<file path="src/rtl/ucode_pkg.sv">
// Shared types for the microprogram sequencer: sequencing ops, flag indices, FSM states.
package ucode_pkg;

  typedef enum logic [2:0] {
    OP_NEXT     = 3'd0,
    OP_JUMP     = 3'd1,
    OP_JCOND    = 3'd2,
    OP_CALL     = 3'd3,
    OP_RET      = 3'd4,
    OP_DISPATCH = 3'd5,
    OP_WAIT     = 3'd6,
    OP_HALT     = 3'd7
  } seq_op_t;

  localparam int unsigned FLAG_Z   = 0;
  localparam int unsigned FLAG_C   = 1;
  localparam int unsigned FLAG_N   = 2;
  localparam int unsigned FLAG_EXT = 3;

  typedef enum logic {
    ST_RUN  = 1'b0,
    ST_HALT = 1'b1
  } seq_state_t;

endpackage

</file>
<file path="src/rtl/ucode_stack.sv">
// Parameterised return-address LIFO; the caller must not push when full or pop when empty.
module ucode_stack #(
  parameter int unsigned DEPTH = 4,
  parameter int unsigned WIDTH = 8
) (
  input  logic             clk,
  input  logic             rst_n,
  input  logic             push,
  input  logic             pop,
  input  logic [WIDTH-1:0] din,
  output logic [WIDTH-1:0] dout,
  output logic             full,
  output logic             empty
);

  localparam int unsigned CNT_W = $clog2(DEPTH + 1);
  localparam int unsigned IDX_W = (DEPTH > 1) ? $clog2(DEPTH) : 1;

  logic [WIDTH-1:0] mem [DEPTH];
  logic [CNT_W-1:0] count;
  logic [IDX_W-1:0] wr_idx;
  logic [IDX_W-1:0] top_idx;

  assign wr_idx  = IDX_W'(count);
  assign top_idx = IDX_W'(count - CNT_W'(1));
  assign full    = (count == CNT_W'(DEPTH));
  assign empty   = (count == '0);
  assign dout    = mem[top_idx];

  // Occupancy counter; reset empties the stack.
  always_ff @(posedge clk) begin
    if (!rst_n) begin
      count <= '0;
    end else if (push && !full) begin
      count <= count + CNT_W'(1);
    end else if (pop && !empty) begin
      count <= count - CNT_W'(1);
    end
  end

  // Entry storage; contents are don't-care after reset.
  always_ff @(posedge clk) begin
    if (push && !full) begin
      mem[wr_idx] <= din;
    end
  end

endmodule

</file>
<file path="src/rtl/ucode_sequencer.sv">
// Microprogram sequencer: next-address mux, RUN/HALT state and call/return stack control.
module ucode_sequencer
  import ucode_pkg::*;
#(
  parameter int unsigned ADDR_W      = 8,
  parameter int unsigned STACK_DEPTH = 4
) (
  input  logic              clk,
  input  logic              rst_n,
  input  logic              ena,
  input  logic [2:0]        seq_op_i,
  input  logic [ADDR_W-1:0] target_i,
  input  logic [1:0]        cond_sel_i,
  input  logic              cond_pol_i,
  input  logic [3:0]        flags_i,
  input  logic [7:0]        opcode_i,
  input  logic              wait_done_i,
  output logic [ADDR_W-1:0] upc_o,
  output logic              halted_o,
  output logic              stack_err_o
);

  seq_state_t        state;
  seq_op_t           op;
  logic              active;
  logic              cond_true;
  logic [ADDR_W-1:0] pc_inc;
  logic [ADDR_W-1:0] upc_nxt;
  logic              push;
  logic              pop;
  logic              fault;
  logic              go_halt;
  logic [ADDR_W-1:0] stk_dout;
  logic              stk_full;
  logic              stk_empty;
  logic              unused_opcode_hi;

  assign op               = seq_op_t'(seq_op_i);
  assign active           = ena && (state == ST_RUN);
  assign cond_true        = (flags_i[cond_sel_i] == cond_pol_i);
  assign pc_inc           = upc_o + ADDR_W'(1);
  assign unused_opcode_hi = ^opcode_i[7:4];

  ucode_stack #(
    .DEPTH (STACK_DEPTH),
    .WIDTH (ADDR_W)
  ) u_stack (
    .clk   (clk),
    .rst_n (rst_n),
    .push  (push),
    .pop   (pop),
    .din   (pc_inc),
    .dout  (stk_dout),
    .full  (stk_full),
    .empty (stk_empty)
  );

  // Next-address decode; stack traffic is only requested when the sequencer actually advances.
  always_comb begin
    upc_nxt = upc_o;
    push    = 1'b0;
    pop     = 1'b0;
    fault   = 1'b0;
    go_halt = 1'b0;
    if (active) begin
      case (op)
        OP_NEXT:     upc_nxt = pc_inc;
        OP_JUMP:     upc_nxt = target_i;
        OP_JCOND:    upc_nxt = cond_true ? target_i : pc_inc;
        OP_CALL: begin
          if (stk_full) begin
            fault = 1'b1;
          end else begin
            push    = 1'b1;
            upc_nxt = target_i;
          end
        end
        OP_RET: begin
          if (stk_empty) begin
            fault = 1'b1;
          end else begin
            pop     = 1'b1;
            upc_nxt = stk_dout;
          end
        end
        OP_DISPATCH: upc_nxt = {target_i[ADDR_W-1:4], opcode_i[3:0]};
        OP_WAIT:     upc_nxt = wait_done_i ? pc_inc : upc_o;
        OP_HALT:     go_halt = 1'b1;
        default:     upc_nxt = upc_o;
      endcase
    end
  end

  // State register: reset, then enable hold, then HALT hold, then decoded update.
  always_ff @(posedge clk) begin
    if (!rst_n) begin
      state       <= ST_RUN;
      upc_o       <= '0;
      halted_o    <= 1'b0;
      stack_err_o <= 1'b0;
    end else if (active) begin
      upc_o <= upc_nxt;
      if (fault || go_halt) begin
        state    <= ST_HALT;
        halted_o <= 1'b1;
      end
      if (fault) begin
        stack_err_o <= 1'b1;
      end
    end
  end

endmodule
</file>
<file path="config.mk">
export PLATFORM = sky130hd
export DESIGN_NAME = ucode_sequencer
export DESIGN_NICKNAME = d
export VERILOG_FILES = /design/src/rtl/ucode_pkg.sv /design/src/rtl/ucode_stack.sv /design/src/rtl/ucode_sequencer.sv
export SDC_FILE = /design/constraint.sdc
export NUM_CORES = 1
export LEC_CHECK = 0
export ABC_AREA = 0
export BUFFER_PORTS_ARGS = -buffer_cell sky130_fd_sc_hd__clkbuf_2
export CORE_ASPECT_RATIO = 2
export CORE_MARGIN = 5
export CORE_UTILIZATION = 55
export DETAILED_ROUTE_END_ITERATION = 16
export GPL_TIMING_DRIVEN = 0
export PLACE_DENSITY = 0.78
export SLEW_MARGIN = 30
export SYNTH_ARGS = -nofsm -noshare
export SYNTH_HDL_FRONTEND = slang
export SYNTH_SLANG_ARGS = --single-unit
export TNS_END_PERCENT = 10
</file>
<file path="constraint.sdc">
create_clock -name clk -period 5.5 [get_ports clk]
set_input_delay 0.825 -clock clk [delete_from_list [all_inputs] [get_ports clk]]
set_output_delay 0.825 -clock clk [all_outputs]
set_load 0.05 [all_outputs]
</file>
==> summary.md <==
| Metric | Value |
|---|---|
| DR vias/cell | 6.07 |
| #FFs+latches synth | between 40 and 50 |
| Final setup viols | 0 |
| Clock root cell | clkbuf_8 |
| Largest cells by area after synthesis | edfxtp_1 (41%), dfxtp_1 (11%), mux4_2 (5.7%), mux2i_1 (3.4%), ha_1 (3.2%) |
| ANT nets after route | 0 |
| Fillers | 353 |
| Placement Setup Slack | around 2.9 ns |
| Leak pwr | approximately 0.99 nW |
| Max Freq | 379 MHz |
| Syn Inst Count | between 150 and 200 |
| Drt pass-1 iters | 4 |
| Post-CTS setup buffers | 0 |
| Vias in the first global route | roughly 1800 |
| Distinct cells, synth | 46 |
| Post-Syn Area | about 2400 µm² |
| Slowest stage cell, crit path | a2111oi_0 |
| Layout cells sized above 1 | 0.273 |
| Arrival time worst endpoint | about 2.9 ns |
| Critical path peak fanout | 10 |
| Syn nets | approximately 230 |
| Die ar. | between 5000 and 6000 µm² |
| Clock Tree Buf Depth | 2 |
| CTS sink cnt | 45 |
| # nets final | 273 |
| Largest net degree at the start of global routing | 14 |
| Vias | between 1500 and 2000 |
| Post-CTS sizing | 0 |
| Final setup skew | between 0.01 and 0.015 ns |
| Port Buffers | 35 |
| Cts hold-fix bufs | 0 |
| Dpl hpwl | 4.09 mm |
| DR iter-0 viols | 50 |
| Worst Path Buf+Inv | 3 |
| Pwr Density | roughly 270 nW/µm² |
| Prevailing post-synth register cell | edfxtp_1 |
| Die height | just over 100 µm |
| CP max stage delay | roughly 0.57 ns |
| Met2 usage | 0.385 |
| CP required | roughly 5.7 ns |
| GPL Wtd Cong | between 0.8 and 0.9 |
| Setup TNS | 0 ns |
| Total Wirelength | between 5 and 6 mm |
| Die X | around 56 µm |
| Period minus WS final | around 2.6 ns |
| Row count | 33 |
| Ys Warns | 0 |
| Met3 Track Usage GR | 0.0414 |
| GRT Util Overall | 0.201 |
| Post-synth EDFFs | 32 |
| Yosys top cell area share | 0.408 |
| GR Layer Usage met1 | 0.197 |
| Avg Cell Area, Syn | approximately 12 µm² |
| Area growth syn-to-layout | 14.0% |
| Initial Utilization | 0.571 |
| Slew Limit Fails | 0 |
| Register area share after synthesis | 0.518 |
| CP startpoint kind | flop |
| DRC errors left | 0 |
| CTS tree | built |
| CP top delay family | compound AO/OA/AOI/OAI gates |
| TritonCTS Buffers | 5 |
| Crit Path Class | flop to flop |
| MaxCap Viol Count | 0 |
| Rel. slew slack | 0.527 |
| Antenna violations before repair | 0 |
| Worst setup margin | 2.86 ns |
| Synth cell count leaders | edfxtp_1 (32), dfxtp_1 (13), nand2_1 (12) |
| Routed len/inst | 18.5 µm |
| Clock Latency Late Sink | 0.30 ns |
| Ant diodes | 0 |
| Final period util | 0.480 |
| Core box area | 4130 µm² |
| Clock transition at the registers of the reported paths | approximately 0.080 ns |
| Cell Chain, Critical Path | buf_2 > inv_1 > ha_1 > buf_2 > a2111oi_0 > a2111oi_0 > a311oi_1 > a31oi_1 |
| Yosys top cell by area | edfxtp_1 |
| CP Capture Type | flop |
| Maximum VDD drop | ~0.21 mV |
| Grt ovf | 0 |
| First-pass GRT wire length | 8.63 mm |
| IO Count | 40 |
| Async S/R FF share, synth | 0 |
| Peak-usage layer in the global routing report | met2 |
| Top-count cell post-synth | edfxtp_1 |
| Hold Vio Cnt, Final | 0 |
| Worst Tran Pin Value | ~0.69 ns |
| HP Class | flop to flop |
| H-tree depth | 2 |
| RSZ-0062 raised after global routing | false |
| Outcome | finished, final reports clean |
## power by group
part           switching (mW)  total (mW)  internal, mW
logic                  0.0878       0.135        0.0471
clock network           0.103       0.206         0.102
registers              0.0104       0.388         0.377
## layer usage
| layer | wire [µm] | up-vias |
|---|---|---|
| met1 | 1850 | 841 |
| met3 | 324 | 12 |
| met2 | 3020 | 70 |
| met4 | 161 | 0 |
| li1 | - | 836 |
| met5 | 0 | - |
## final timing paths
kind                                  startpoint     endpoint  slack (ns)  depth (start not counted)
worst max-delay path            u_stack.count[0]     upc_o[0]        2.86                          8
worst min-delay path                 stack_err_o  stack_err_o        0.50                          2
worst max register to register  u_stack.count[0]     upc_o[0]        2.86                          8
worst min register to register       stack_err_o  stack_err_o        0.50                          2
## final cells by class
| type | instances | area, µm² | share of cell area |
|---|---|---|---|
| Sequential cell | 45 | 1220 | 0.455 |
| Multi-Input combinational cell | 132 | 1050 | 0.391 |
| Timing Repair Buffer | 35 | 175 | 0.0652 |
| Clock buffer | 8 | 90.1 | 0.0335 |
| Tap cell | 52 | 65.1 | 0.0242 |
| Buffer | 9 | 50.0 | 0.0186 |
| Inverter | 9 | 33.8 | 0.0126 |
## registers in the layout, summed over array words and instances, names as in the netlist
register       cells
u_stack.mem       32
upc_o              8
u_stack.count      3
stack_err_o        1
state              1
## kinds of logic after synthesis
group | share of synthesized area
AO/OA/AOI/OAI | 0.128
AND/OR/NAND/NOR | 0.157
XOR/XNOR | 0.0260
adder cells (fa/ha/maj) | 0.0319
flip-flops | 0.518
buffers and inverters | 0.0356
multiplexers | 0.103
## metrics by stage
step,instance area [µm²],cells,util,power (mW),hold WS (ns)
floorplan,2360,195,-,0.488,0.508
global route,2690,290,0.651,0.761,0.560
detailed placement,2600,282,0.629,0.530,0.488
CTS,2690,290,0.651,0.733,0.505
finish,2690,290,0.651,0.729,0.498
global placement,2600,282,0.629,0.528,0.470
## worst min-delay path, stage by stage, from the launching register on
cell and delay (ns):
dfxtp_1 0.33, a31oi_1 0.04, nor2b_1 0.09
## cell usage in the layout (no fill, tap or decap), types with 3 or more instances in the layout
| master | count |
|---|---|
| clkbuf_2 | 35 |
| edfxtp_1 | 32 |
| dfxtp_1 | 13 |
| nand2_1 | 12 |
| nand3_1 | 9 |
| nor2_1 | 9 |
| inv_1 | 9 |
| mux2i_1 | 8 |
| and2_1 | 7 |
| o21ai_0 | 7 |
| mux4_2 | 6 |
| o211ai_1 | 6 |
| nor2b_1 | 6 |
| ha_1 | 6 |
| clkbuf_8 | 6 |
| xor2_1 | 4 |
| nor3_1 | 4 |
| buf_2 | 4 |
| clkbuf_1 | 4 |
| o221a_2 | 4 |
| a31oi_1 | 4 |
| xnor2_1 | 3 |
| nor4_1 | 3 |
| a41oi_1 | 3 |
| a2111oi_0 | 3 |
No activity file was read; power rests on OpenSTA's default activity.
